==> config.mk <==
export PLATFORM = sky130hd
export DESIGN_NAME = shift_reg
export DESIGN_NICKNAME = d
export VERILOG_FILES = /design/src/rtl/shift_reg.sv
export SDC_FILE = /design/constraint.sdc
export NUM_CORES = 1
export LEC_CHECK = 0
export ABC_AREA = 1
export BUFFER_PORTS_ARGS = -buffer_cell sky130_fd_sc_hd__buf_2
export CORE_MARGIN = 10
export CORE_UTILIZATION = 45
export CTS_CLUSTER_DIAMETER = 80
export CTS_CLUSTER_SIZE = 40
export DETAILED_ROUTE_END_ITERATION = 7
export PLACE_DENSITY = 0.66
export SLEW_MARGIN = 10
export SYNTH_ARGS = -nofsm -noshare
export SYNTH_HDL_FRONTEND = slang
export SYNTH_SLANG_ARGS = --single-unit
==> constraint.sdc <==
create_clock -name clk -period 2.9 [get_ports clk]
set_input_delay 0.145 -clock clk [delete_from_list [all_inputs] [get_ports clk]]
set_output_delay 0.145 -clock clk [all_outputs]
set_load 0.01 [all_outputs]
==> src/rtl/shift_reg.sv <==
// shift_reg: fixed combinational left shift plus a registered
// SLL/SRL/SRA/ROTR shifter with a one-cycle result-valid strobe.
module shift_reg #(
  parameter int unsigned WIDTH = 32,
  parameter int unsigned SHAMT = 2,
  localparam int unsigned AW = $clog2(WIDTH)
) (
  input  logic             clk,
  input  logic             reset_n,
  input  logic [WIDTH-1:0] in_shift,
  output logic [WIDTH-1:0] out_shift,
  input  logic             en,
  input  logic [1:0]       sh_op,
  input  logic [AW-1:0]    sh_amt,
  output logic [WIDTH-1:0] sh_result,
  output logic             sh_valid
);

  localparam logic [1:0] OP_SLL  = 2'b00;
  localparam logic [1:0] OP_SRL  = 2'b01;
  localparam logic [1:0] OP_SRA  = 2'b10;
  localparam logic [1:0] OP_ROTR = 2'b11;

  logic [WIDTH-1:0]        op_res;
  logic signed [WIDTH-1:0] sra_res;
  logic [WIDTH-1:0]        sh_result_d, sh_result_q;
  logic                    sh_valid_d, sh_valid_q;

  // Fixed left shift; independent of clock, reset and the registered path.
  assign out_shift = in_shift << SHAMT;

  // Selected shift operation on the current operand.
  always_comb begin
    op_res  = in_shift;
    sra_res = $signed(in_shift) >>> sh_amt;
    case (sh_op)
      OP_SLL:  op_res = in_shift << sh_amt;
      OP_SRL:  op_res = in_shift >> sh_amt;
      OP_SRA:  op_res = sra_res;
      // Left term vanishes for sh_amt=0 since a shift by WIDTH yields zero.
      OP_ROTR: op_res = (in_shift >> sh_amt) | (in_shift << (WIDTH - 32'(sh_amt)));
      default: op_res = in_shift;
    endcase
  end

  // Next state: load on en, otherwise hold the result and drop valid.
  always_comb begin
    sh_result_d = sh_result_q;
    sh_valid_d  = en;
    if (en) begin
      sh_result_d = op_res;
    end
  end

  // Result/valid registers; reset wins over en, so an en during reset is lost.
  always_ff @(posedge clk) begin
    if (!reset_n) begin
      sh_result_q <= '0;
      sh_valid_q  <= 1'b0;
    end else begin
      sh_result_q <= sh_result_d;
      sh_valid_q  <= sh_valid_d;
    end
  end

  assign sh_result = sh_result_q;
  assign sh_valid  = sh_valid_q;

endmodule

==> metrics list <==
- Number of synthesized register bits: 33
- Sum of overflow across all layers after global routing: 0
- Data arrives at the worst endpoint at 2350 ps.
- For this run, the register share of the synthesized area comes to 0.100.
- OpenSTA, run right after detailed placement, puts the worst setup slack at 568 ps.
- Worst hold slack across all endpoints: 363 ps
- Dividing the final minimum period by the clock period gives 0.737.
- Number of global-route vias before repair: 8,712
- Max Slew Vio Count: 0
- Setup violations remaining at the end of the flow were counted as 0.
* Setup repair after global routing missed its margin: false
- Final hold violation count: 0
* Critical Path Fanout Max: 13
- Number of nets with antenna violations after routing: 0
- Class of the most critical setup path: in -> reg
* Net total in the final layout: 1,358
- The startpoint identified for the worst register-to-register timing path is sh_result[31]$_SDFFE_PN0P_.
- Reg2Reg Setup Slack: 2070 ps
- The library cell used most frequently in the layout, excluding fill and tap cells, is sky130_fd_sc_hd__nand3_1.
- In the layout the commonest cells are sky130_fd_sc_hd__nand3_1 (424), sky130_fd_sc_hd__nand2_1 (394), sky130_fd_sc_hd__buf_2 (104).
- The initial utilization of the core area, before any placement, comes to 0.456.
- Dividing the detail-routed wire length by the instance count gives 23.2 um.
* Worst vdd ir: 0.281 mV
* Number of buffers created by CTS: 5
- After detailed routing, the total wire length is 34,800 um.
- In the final layout, the share of cells above drive strength 1 is 0.121.
- Detailed-route DRC error count: 0
* Endpoint kind of the worst setup timing path: register
- The first global-routing pass estimated 52,200 um of wire.
* Root buffer selected by CTS: sky130_fd_sc_hd__clkbuf_16
- Pin slew with the least headroom to its limit: 1050 ps
* Worst hold-check path type: in -> reg
* Post-cts resize count: 0
- DR vias/cell: 6.47
- Critical Path Source Type: input port
- During I/O placement, the number of pins put on the boundary was 107.
- Across the run, the number of max-cap violations was 0.
* Area of the mapped netlist: 6600 sq um
* Die ar.: 19,900 sq um
- TritonCTS built the clock tree.
- The later pin in the worst-skew pair is clocked with a latency of 270 ps.
* Largest buffer count on any clock path: 2
- Final sum of negative setup slack: 0 ps
- From left edge to right edge, the die measures 141 um.
- In the synthesized netlist, the number of instances is 1,297.
* Worst slew slack as a fraction of its limit: 0.298
- Endpoint of the worst hold-timing path: sh_result[23]$_SDFFE_PN0P_
* Hold path start: reset_n
- After legalization and detailed placement, the total HPWL measured 27,000 um.
- Counting instances, the worst hold path has a depth of 3.
- Static timing analysis puts the maximum clock frequency at 468 MHz.
- Htree depth: 2
- For this design, the sink count on the clock tree is 33.
- Between clock sinks in the finished design, the worst skew comes to 0 ps.
- Static leakage: 3.65 nW
* Status: complete, no violations
* End of the worst register-to-register path: sh_result[31]$_SDFFE_PN0P_
- GR Util All Layers: 0.334
* Area inside the core boundary: 14,500 sq um
- At the worst endpoint, the required time is 3110 ps.
* Site row count: 44
- For this run, the detailed router's first-pass iteration total came to 7.
* Clock-pin transition on the worst setup and hold timing paths: 60 ps
- Die extent in y: 141 um
- The initial antenna violation count came to 2.
* Vias: 9,712
- Reg2reg path depth: 4
* Count of warnings emitted by yosys: 0
- Counting distinct cell types in the post-synthesis netlist gives 31.
- Placer's final routability congestion estimate: 1.03
- Buffers placed on the I/O ports in this run total 104.
- Averaged over all synthesized cells, the footprint is 5.09 sq um.
- Number of DRC markers after the initial detailed-route iteration: 1,507
- For this design the ratio of total power to cell area is 366 nW/um^2.
- The routed design could run at a clock period as short as 2140 ps.
* Maximum number of pins on one net before global-route repair: 52
* Area Overhead vs Synth: 8.55%
* Setup slack of the critical path after layout: 762 ps
- Post-CTS Repair Setup Buffers: 0
- The repair_antennas step left the layout with diodes totalling 0.
- Hold buffers post-CTS: 0
==> worst max-delay path: stages <==
cell and delay [ps]:
sky130_fd_sc_hd__buf_2 120, sky130_fd_sc_hd__buf_4 180, sky130_fd_sc_hd__nor2_1 160, sky130_fd_sc_hd__inv_2 130, sky130_fd_sc_hd__nor2_1 810, sky130_fd_sc_hd__inv_1 210, sky130_fd_sc_hd__o211ai_1 380, sky130_fd_sc_hd__nor3_1 100
sky130_fd_sc_hd__nor2_1 100
==> metal layers <==
layer | GRT usage | share of wire | vias to the layer above
li1 | - | - | 4417
met2 | 0.503 | 0.44 | 746
met1 | 0.429 | 0.38 | 4420
met4 | 0.174 | 0.060 | 4
met3 | 0.0806 | 0.12 | 125
met5 | 0 | 0.00089 | -
==> synth_stat cells <==
master / count / area [sq um]
sky130_fd_sc_hd__nand4_1: 6 / 37.5
sky130_fd_sc_hd__nor2_1: 82 / 308
sky130_fd_sc_hd__o21a_1: 1 / 7.51
sky130_fd_sc_hd__xnor2_1: 1 / 8.76
sky130_fd_sc_hd__conb_1: 1 / 3.75
sky130_fd_sc_hd__dfxtp_1: 33 / 661
sky130_fd_sc_hd__nand2_2: 1 / 6.26
sky130_fd_sc_hd__and2_1: 10 / 62.6
sky130_fd_sc_hd__xor2_1: 2 / 17.5
sky130_fd_sc_hd__a31oi_1: 8 / 50.1
sky130_fd_sc_hd__nand3_1: 424 / 2120
sky130_fd_sc_hd__nor2_2: 1 / 6.26
sky130_fd_sc_hd__nand3b_1: 3 / 22.5
sky130_fd_sc_hd__o21ai_0: 57 / 285
sky130_fd_sc_hd__nand2_1: 394 / 1480
sky130_fd_sc_hd__ha_1: 1 / 12.5
sky130_fd_sc_hd__buf_2: 37 / 185
sky130_fd_sc_hd__inv_2: 6 / 22.5
sky130_fd_sc_hd__buf_1: 18 / 67.6
sky130_fd_sc_hd__nor2_4: 3 / 33.8
sky130_fd_sc_hd__buf_4: 40 / 300
sky130_fd_sc_hd__clkbuf_1: 29 / 109
sky130_fd_sc_hd__xor2_4: 1 / 27.5
sky130_fd_sc_hd__nand3_2: 2 / 20.0
sky130_fd_sc_hd__buf_6: 1 / 11.3
sky130_fd_sc_hd__o21ai_1: 4 / 20.0
sky130_fd_sc_hd__xor2_2: 1 / 16.3
sky130_fd_sc_hd__inv_1: 47 / 176
sky130_fd_sc_hd__a21oi_1: 30 / 150
sky130_fd_sc_hd__o211ai_1: 42 / 315
sky130_fd_sc_hd__nor3_1: 11 / 55.1
==> metrics by stage <==
step | cells | area, sq um | util | power, mW
3_5_place_dp | 1492 | 6990 | 0.483 | 1.93
2_1_floorplan | 1298 | 6600 | - | 1.47
3_3_place_gp | 1492 | 6990 | 0.483 | 1.94
5_1_grt | 1500 | 7160 | 0.495 | 2.76
6_report | 1500 | 7160 | 0.495 | 2.62
4_1_cts | 1500 | 7160 | 0.495 | 2.56
==> cell type report <==
cell class / instances / area, sq um
Fill cell: 1679 / 7310
Multi-Input combinational cell: 1087 / 5090
Timing Repair Buffer: 135 / 816
Sequential cell: 33 / 661
Tap cell: 184 / 230
Inverter: 53 / 199
Clock buffer: 7 / 143
Clock inverter: 1 / 30.0
==> cells by family (layout without fill, tap and decap cells) <==
logic type / Yosys count / count (layout) / share of synthesized area
simple gates: 937 / 937 / 0.629
buf+inv: 178 / 196 / 0.132
compound gates: 142 / 142 / 0.125
flops: 33 / 33 / 0.100
xor+xnor: 5 / 5 / 0.0106
fa+ha+maj: 1 / 1 / 0.00190
other cells: 1 / 2 / 0.000568
==> worst max-delay path by stage <==
| stage | startpoint | end | slack [ps] | depth (start not counted) |
|---|---|---|---|---|
| floorplan | sh_amt[1] | sh_result[24]$_SDFFE_PN0P_ | 700 | 18 |
| global placement | sh_amt[1] | sh_result[10]$_SDFFE_PN0P_ | 590 | 13 |
| detailed placement | sh_amt[1] | sh_result[24]$_SDFFE_PN0P_ | 570 | 14 |
| CTS | sh_amt[1] | sh_result[24]$_SDFFE_PN0P_ | 860 | 14 |
| global route | sh_amt[0] | sh_result[21]$_SDFFE_PN0P_ | 590 | 15 |
| finish | sh_op[0] | sh_result[19]$_SDFFE_PN0P_ | 760 | 9 |
==> sequential cells by signal (all words and copies together), names as in the netlist <==
signal and cells:
sh_result 32, sh_valid 1
==> power by group <==
part           switching (mW)  total, mW  internal (mW)  leakage [nW]
registers              0.0242      0.516          0.492         0.274
logic                    1.04       1.47          0.427          3.30
clock network           0.206      0.635          0.430        0.0841
Power figures use the tool's default switching activity.
